===== config.mk =====
export PLATFORM = sky130hd
export DESIGN_NAME = calc_datapath
export DESIGN_NICKNAME = d
export VERILOG_FILES = /design/src/rtl/calc_datapath.sv
export SDC_FILE = /design/constraint.sdc
export NUM_CORES = 1
export LEC_CHECK = 0
export CORE_MARGIN = 2
export CORE_UTILIZATION = 25
export CTS_CLUSTER_SIZE = 40
export DETAILED_ROUTE_END_ITERATION = 7
export PLACE_DENSITY_LB_ADDON = 0.25
export RECOVER_POWER = 100
export SYNTH_ARGS = -nofsm -noshare
export SYNTH_HDL_FRONTEND = slang
export SYNTH_SLANG_ARGS = --single-unit

===== constraint.sdc =====
create_clock -name clk -period 4.5 [get_ports clk]
set_input_delay 0.45 -clock clk [delete_from_list [all_inputs] [get_ports clk]]
set_output_delay 0.45 -clock clk [all_outputs]
set_load 0.02 [all_outputs]

===== src/rtl/calc_datapath.sv =====
// Calculator datapath: input mux, 4-entry register file, 2-bit ALU and registered result.
// Optional registered zero/carry flags are enabled by defining CALC_FLAGS_EN.
module calc_datapath #(
    parameter int W = 4
) (
    input  logic         clk,
    input  logic         rst,
    input  logic [W-1:0] in1,
    input  logic [W-1:0] in2,
    input  logic [1:0]   s1,
    input  logic [1:0]   WA,
    input  logic         WE,
    input  logic [1:0]   RAA,
    input  logic [1:0]   RAB,
    input  logic         REA,
    input  logic         REB,
    input  logic [1:0]   C,
    input  logic         s2,
    output logic [W-1:0] out,
    output logic         zf,
    output logic         cf
);

    logic [W-1:0] rf [4];
    logic [W-1:0] op_a;
    logic [W-1:0] op_b;
    logic [W-1:0] alu_y;
    logic [W-1:0] wr_data;

    function automatic logic [W-1:0] alu_res(input logic [1:0] op,
                                             input logic [W-1:0] a,
                                             input logic [W-1:0] b);
        case (op)
            2'd0:    return a + b;
            2'd1:    return a - b;
            2'd2:    return a & b;
            default: return a ^ b;
        endcase
    endfunction

    // Reads are combinational and see pre-edge contents; a disabled port yields 0.
    assign op_a  = REA ? rf[RAA] : '0;
    assign op_b  = REB ? rf[RAB] : '0;
    assign alu_y = alu_res(C, op_a, op_b);

    always_comb begin
        wr_data = '0;
        case (s1)
            2'd0:    wr_data = in1;
            2'd1:    wr_data = in2;
            2'd2:    wr_data = alu_y;
            default: wr_data = '0;
        endcase
    end

    always_ff @(posedge clk) begin
        if (rst) begin
            for (int i = 0; i < 4; i++) rf[i] <= '0;
            out <= '0;
        end else begin
            if (WE) rf[WA] <= wr_data;
            if (s2) out <= alu_y;
        end
    end

`ifdef CALC_FLAGS_EN
    // Carry of the add and borrow of the subtract both appear as bit W of a W+1-bit result.
    function automatic logic alu_carry(input logic [1:0] op,
                                       input logic [W-1:0] a,
                                       input logic [W-1:0] b);
        logic [W:0] t;
        case (op)
            2'd0:    t = {1'b0, a} + {1'b0, b};
            2'd1:    t = {1'b0, a} - {1'b0, b};
            default: t = '0;
        endcase
        return t[W];
    endfunction

    always_ff @(posedge clk) begin
        if (rst) begin
            zf <= 1'b0;
            cf <= 1'b0;
        end else if (s2) begin
            zf <= (alu_y == '0);
            cf <= alu_carry(C, op_a, op_b);
        end
    end
`else
    assign zf = 1'b0;
    assign cf = 1'b0;
`endif

endmodule


; Word level (Yosys, flattened, before mapping)
; Memories as Yosys holds them, arrays and structs flattened.
; Index checks and enable logic that the tools add are counted.
; Widths: inputs -> output; s select.
[op_classes]
add_sub_neg = 2
eq_ne = 4
muxes = 12
n_bitwise = 2
reduce_logical = 3
[ops]
columns = cell, n
row1 = $pmux 4 s3, 2
row2 = $mux 4, 3
row3 = $mux 1, 6
row4 = $add 4x4->4, 1
row5 = $and 4x4->4, 1
row6 = $eq 2x1->1 const B, 2
row7 = $eq 2x2->1 const B, 2
row8 = $logic_not 2->1, 2
row9 = $reduce_or 4->1, 1
row10 = $sub 4x4->4, 1
row11 = $xor 4x4->4, 1
row12 = $mux 2, 1
[word_totals]
ff_bits = 4
ramBits = 16
in_bits = 24
output_inout_bits = 6
word_cells = 25
mem_count = 1
[memory_table]
columns = name, words, word_bits, read_ports, rd_clocked_by_memory_dff, wr, line
row1 = rf, 4, 4, 2, 0, 4, 24  ; logic [W-1:0] rf [4];

; Longest topological paths before layout
; An unclocked memory read counts as a cell.
[depth]
depth_word = 6
mapped_depth = 12
ltp_nobuf = 12

; Worst setup path before layout
; No wires, ideal clock.
[synth_path]
path_kind = input to register
from = in RAB[0]
to = mem rf[0][2], data pin
setup_ns = 0.267
arrival_time_ns = 2.653
required_time_ns = 4.233
slack_ns = 1.579
path_stages = 11
cell_sequence = mux4_2 -> nand2_1 -> ha_1 -> nand2_1 -> o21ai_0 -> fa_1 -> xnor2_1 -> o21ai_0 -> a211oi_1 -> o21ai_0 -> nor2_1
[synth_lines]
columns = element, line
row1 = start: declaration, 14  ; input logic [1:0] RAB,
row2 = end: declaration, 24

==> impl_results.md <==
* Area contributors post-synth: edfxtp_1 (32%), mux4_2 (7.5%), ha_1 (6.7%)
* Root Buffer: clkbuf_8
* Antenna-violating nets left at 0
* Tmin final at roughly 3.8 ns
* P_leak at 0.778 nW
* TritonRoute pass-1 iters at 5
* Least-Margin Pin Slew at between 0.5 and 0.6 ns
* Multiplexer share of the synthesized area at 0.185
* Seq/Total Area, Yosys at 0.375
* Final-report max-slew violation count at 0
* Clock slew at reported path FFs at about 0.080 ns
* Share of post-route cells with drive strength above 1 at 0.0882
* Global-route wire length before repair at ~5400 um
* Die height at around 80 um
* Startpoint Class: primary input
* Gr ovfl total at 0
* Unique cell type count in the Yosys netlist at 40
* RSZ-0062 raised after global routing: false
* WS Path Type: in -> reg
* Synth area leader: edfxtp_1
* Clk_lat worst skew at 0.26 ns
* Setup-failing EPs final at 0
* CTS Hold Bufs at 0
* Compound-Gate Fraction of Synth Area at 0.101
* Total CTS buffers at 3
* Worst Hold Class: reg -> reg
* Main combinational cell family by area after synthesis: multiplexers
* ANT cells at 0
* Seq cells post-synth at 20
* Area share of the largest cell type after synthesis at 0.322
* Setup Skew at between 0.0006 and 0.0007 ns
* Initial core utilization at 0.255
* F_max at roughly 260 MHz
* WL/cell at roughly 14 um
* Non-Filler Cell Area, Final at ~1900 sq um
* DRC errors left at 0
* Hold Path Cell Cnt at 2
* WHS at ~0.5 ns
* CTS max path bufs at 2
* Worst vdd ir at roughly 0.000098 V
* Vias at 1108
* DRT Wirelength at 3390 um
* Slew Limit Headroom at 0.620
* DIE AREA at ~6600 sq um
* Max cap viols at 0
* Final period utilization at 0.844
* Worst-path fanout max at 4
* Yosys warnings at 0
* Final Hold Fails at 0
* IO buf count at 27
* H-Tree Depth at 1
* Largest net degree at the start of global routing at 13
* Die width at a little over 80 um
* DR iter-0 viols at 32
* Core Rows at 28
* GPL Wtd Cong at 0.771
* EDFF count, synth at 16
* Mapped Cells at about 150
* Vias in the first global route at 1090
* Fin Setup TNS at 0 ns
* Worst path required time at around 4.5 ns
* Critical Path AT at between 3 and 4 ns
* Placed Area at 1820 sq um
* Initial antenna violation count at 0
* Core Area at 5850 sq um
* Synthesized area per cell at between 10 and 15 sq um
* Fin nets at between 200 and 250
* Post-CTS setup buffers at 0
* Dpl hpwl at roughly 2800 um
* Clk sinks at 20
* Area Growth Syn to Fin at 26.1%
* # IOs at 30
* Most frequent cells after synthesis: nand2_1 (17), nor2_1 (17), edfxtp_1 (16)
* Total track usage at 0.110
* Top_reg_cell synth: edfxtp_1
* Post-synth ARST share at 0
* Cell Area, Synth at between 1000 and 1500 sq um
* Post-Synth XOR/XNOR Area at 0.0276
* Critical Path End Type: flip-flop
* Adder-cell share of the synthesized area at 0.0804
* Vias per cell at roughly 4.5
* Run status: completed
* Resized cells post-CTS at 0
* CTS tree: done
* Synth Area in Simple Gates at 0.176
* Reg2Reg Depth at 11
* PD cells at between 200 and 300 nW/um^2
sequential cells by signal (all words and copies together) (netlist names):
name  count
rf       16
out       4
power breakdown:
part | internal (mW) | total (mW) | switching, mW
clock | 0.119 | 0.184 | 0.0648
combinational | 0.0681 | 0.133 | 0.0644
sequential | 0.212 | 0.218 | 0.00640
layer usage:
metal  up-vias  GRT usage  wire [um]
met3         7     0.0100        105
met2        26      0.175       1570
met1       508      0.149       1630
met5         -          0          0
met4         0     0.0559         80
li1        567          -          -
critical path: stages:
cell and delay [ns]:
dlygate4sd3_1 0.69, mux4_2 0.58, nand2_1 0.13, ha_1 0.23
nand2_1 0.05, o21ai_0 0.15, fa_1 0.44, xnor2_1 0.13
o21ai_0 0.30, a211oi_1 0.13, o21ai_0 0.43, nor2_1 0.09
cells in the final DEF, fill, tap and decap left out, types with 3 or more instances in the layout:
| cell | instances |
|---|---|
| o21ai_0 | 6 |
| dfxtp_1 | 4 |
| o211ai_1 | 3 |
| inv_1 | 9 |
| nor2b_1 | 3 |
| mux2_2 | 3 |
| dlygate4sd3_1 | 6 |
| mux4_2 | 5 |
| mux2i_1 | 10 |
| and2_1 | 3 |
| clkdlybuf4s50_1 | 21 |
| nand2b_1 | 5 |
| ha_1 | 8 |
| a21oi_1 | 5 |
| nor2_1 | 17 |
| edfxtp_1 | 16 |
| clkbuf_8 | 3 |
| nand2_1 | 17 |
path summary, 6_finish.rpt:
check	slack (ns)	end	from
max	0.70	rf[2][2]	RAB[0]
min	0.50	out[2]	out[2]
min reg2reg	0.50	out[2]	out[2]
max reg2reg	1.21	rf[2][2]	rf[3][1]
final cells by class:
| cell class | instances | area (sq um) |
|---|---|---|
| clock inverters | 1 | 30.0 |
| inverters | 9 | 33.8 |
| repair buffers | 27 | 270 |
| flip-flops and latches | 20 | 561 |
| well taps | 75 | 93.8 |
| clock buffers | 3 | 41.3 |
| fillers | 601 | 3970 |
| multi-input cells | 110 | 855 |
through the flow:
stage	util	worst slack (ns)	power (mW)	std cells
after floorplan	-	1.58	0.310	147
after global placement	0.311	0.518	0.360	241
after detailed placement	0.311	0.508	0.359	241
after CTS	0.323	0.782	0.543	245
after global routing	0.322	0.421	0.558	245
final	0.322	0.701	0.534	245
cells by family (layout without fill, tap and decap cells):
| family | after synthesis | after routing |
|---|---|---|
| buf+inv | 17 | 40 |
| mux | 19 | 19 |
| flops | 20 | 20 |
| other cells | 1 | 2 |
| fa+ha+maj | 9 | 9 |
| compound gates | 23 | 23 |
| simple gates | 54 | 54 |
| xor+xnor | 3 | 3 |
(Power assumes the default switching activity.)
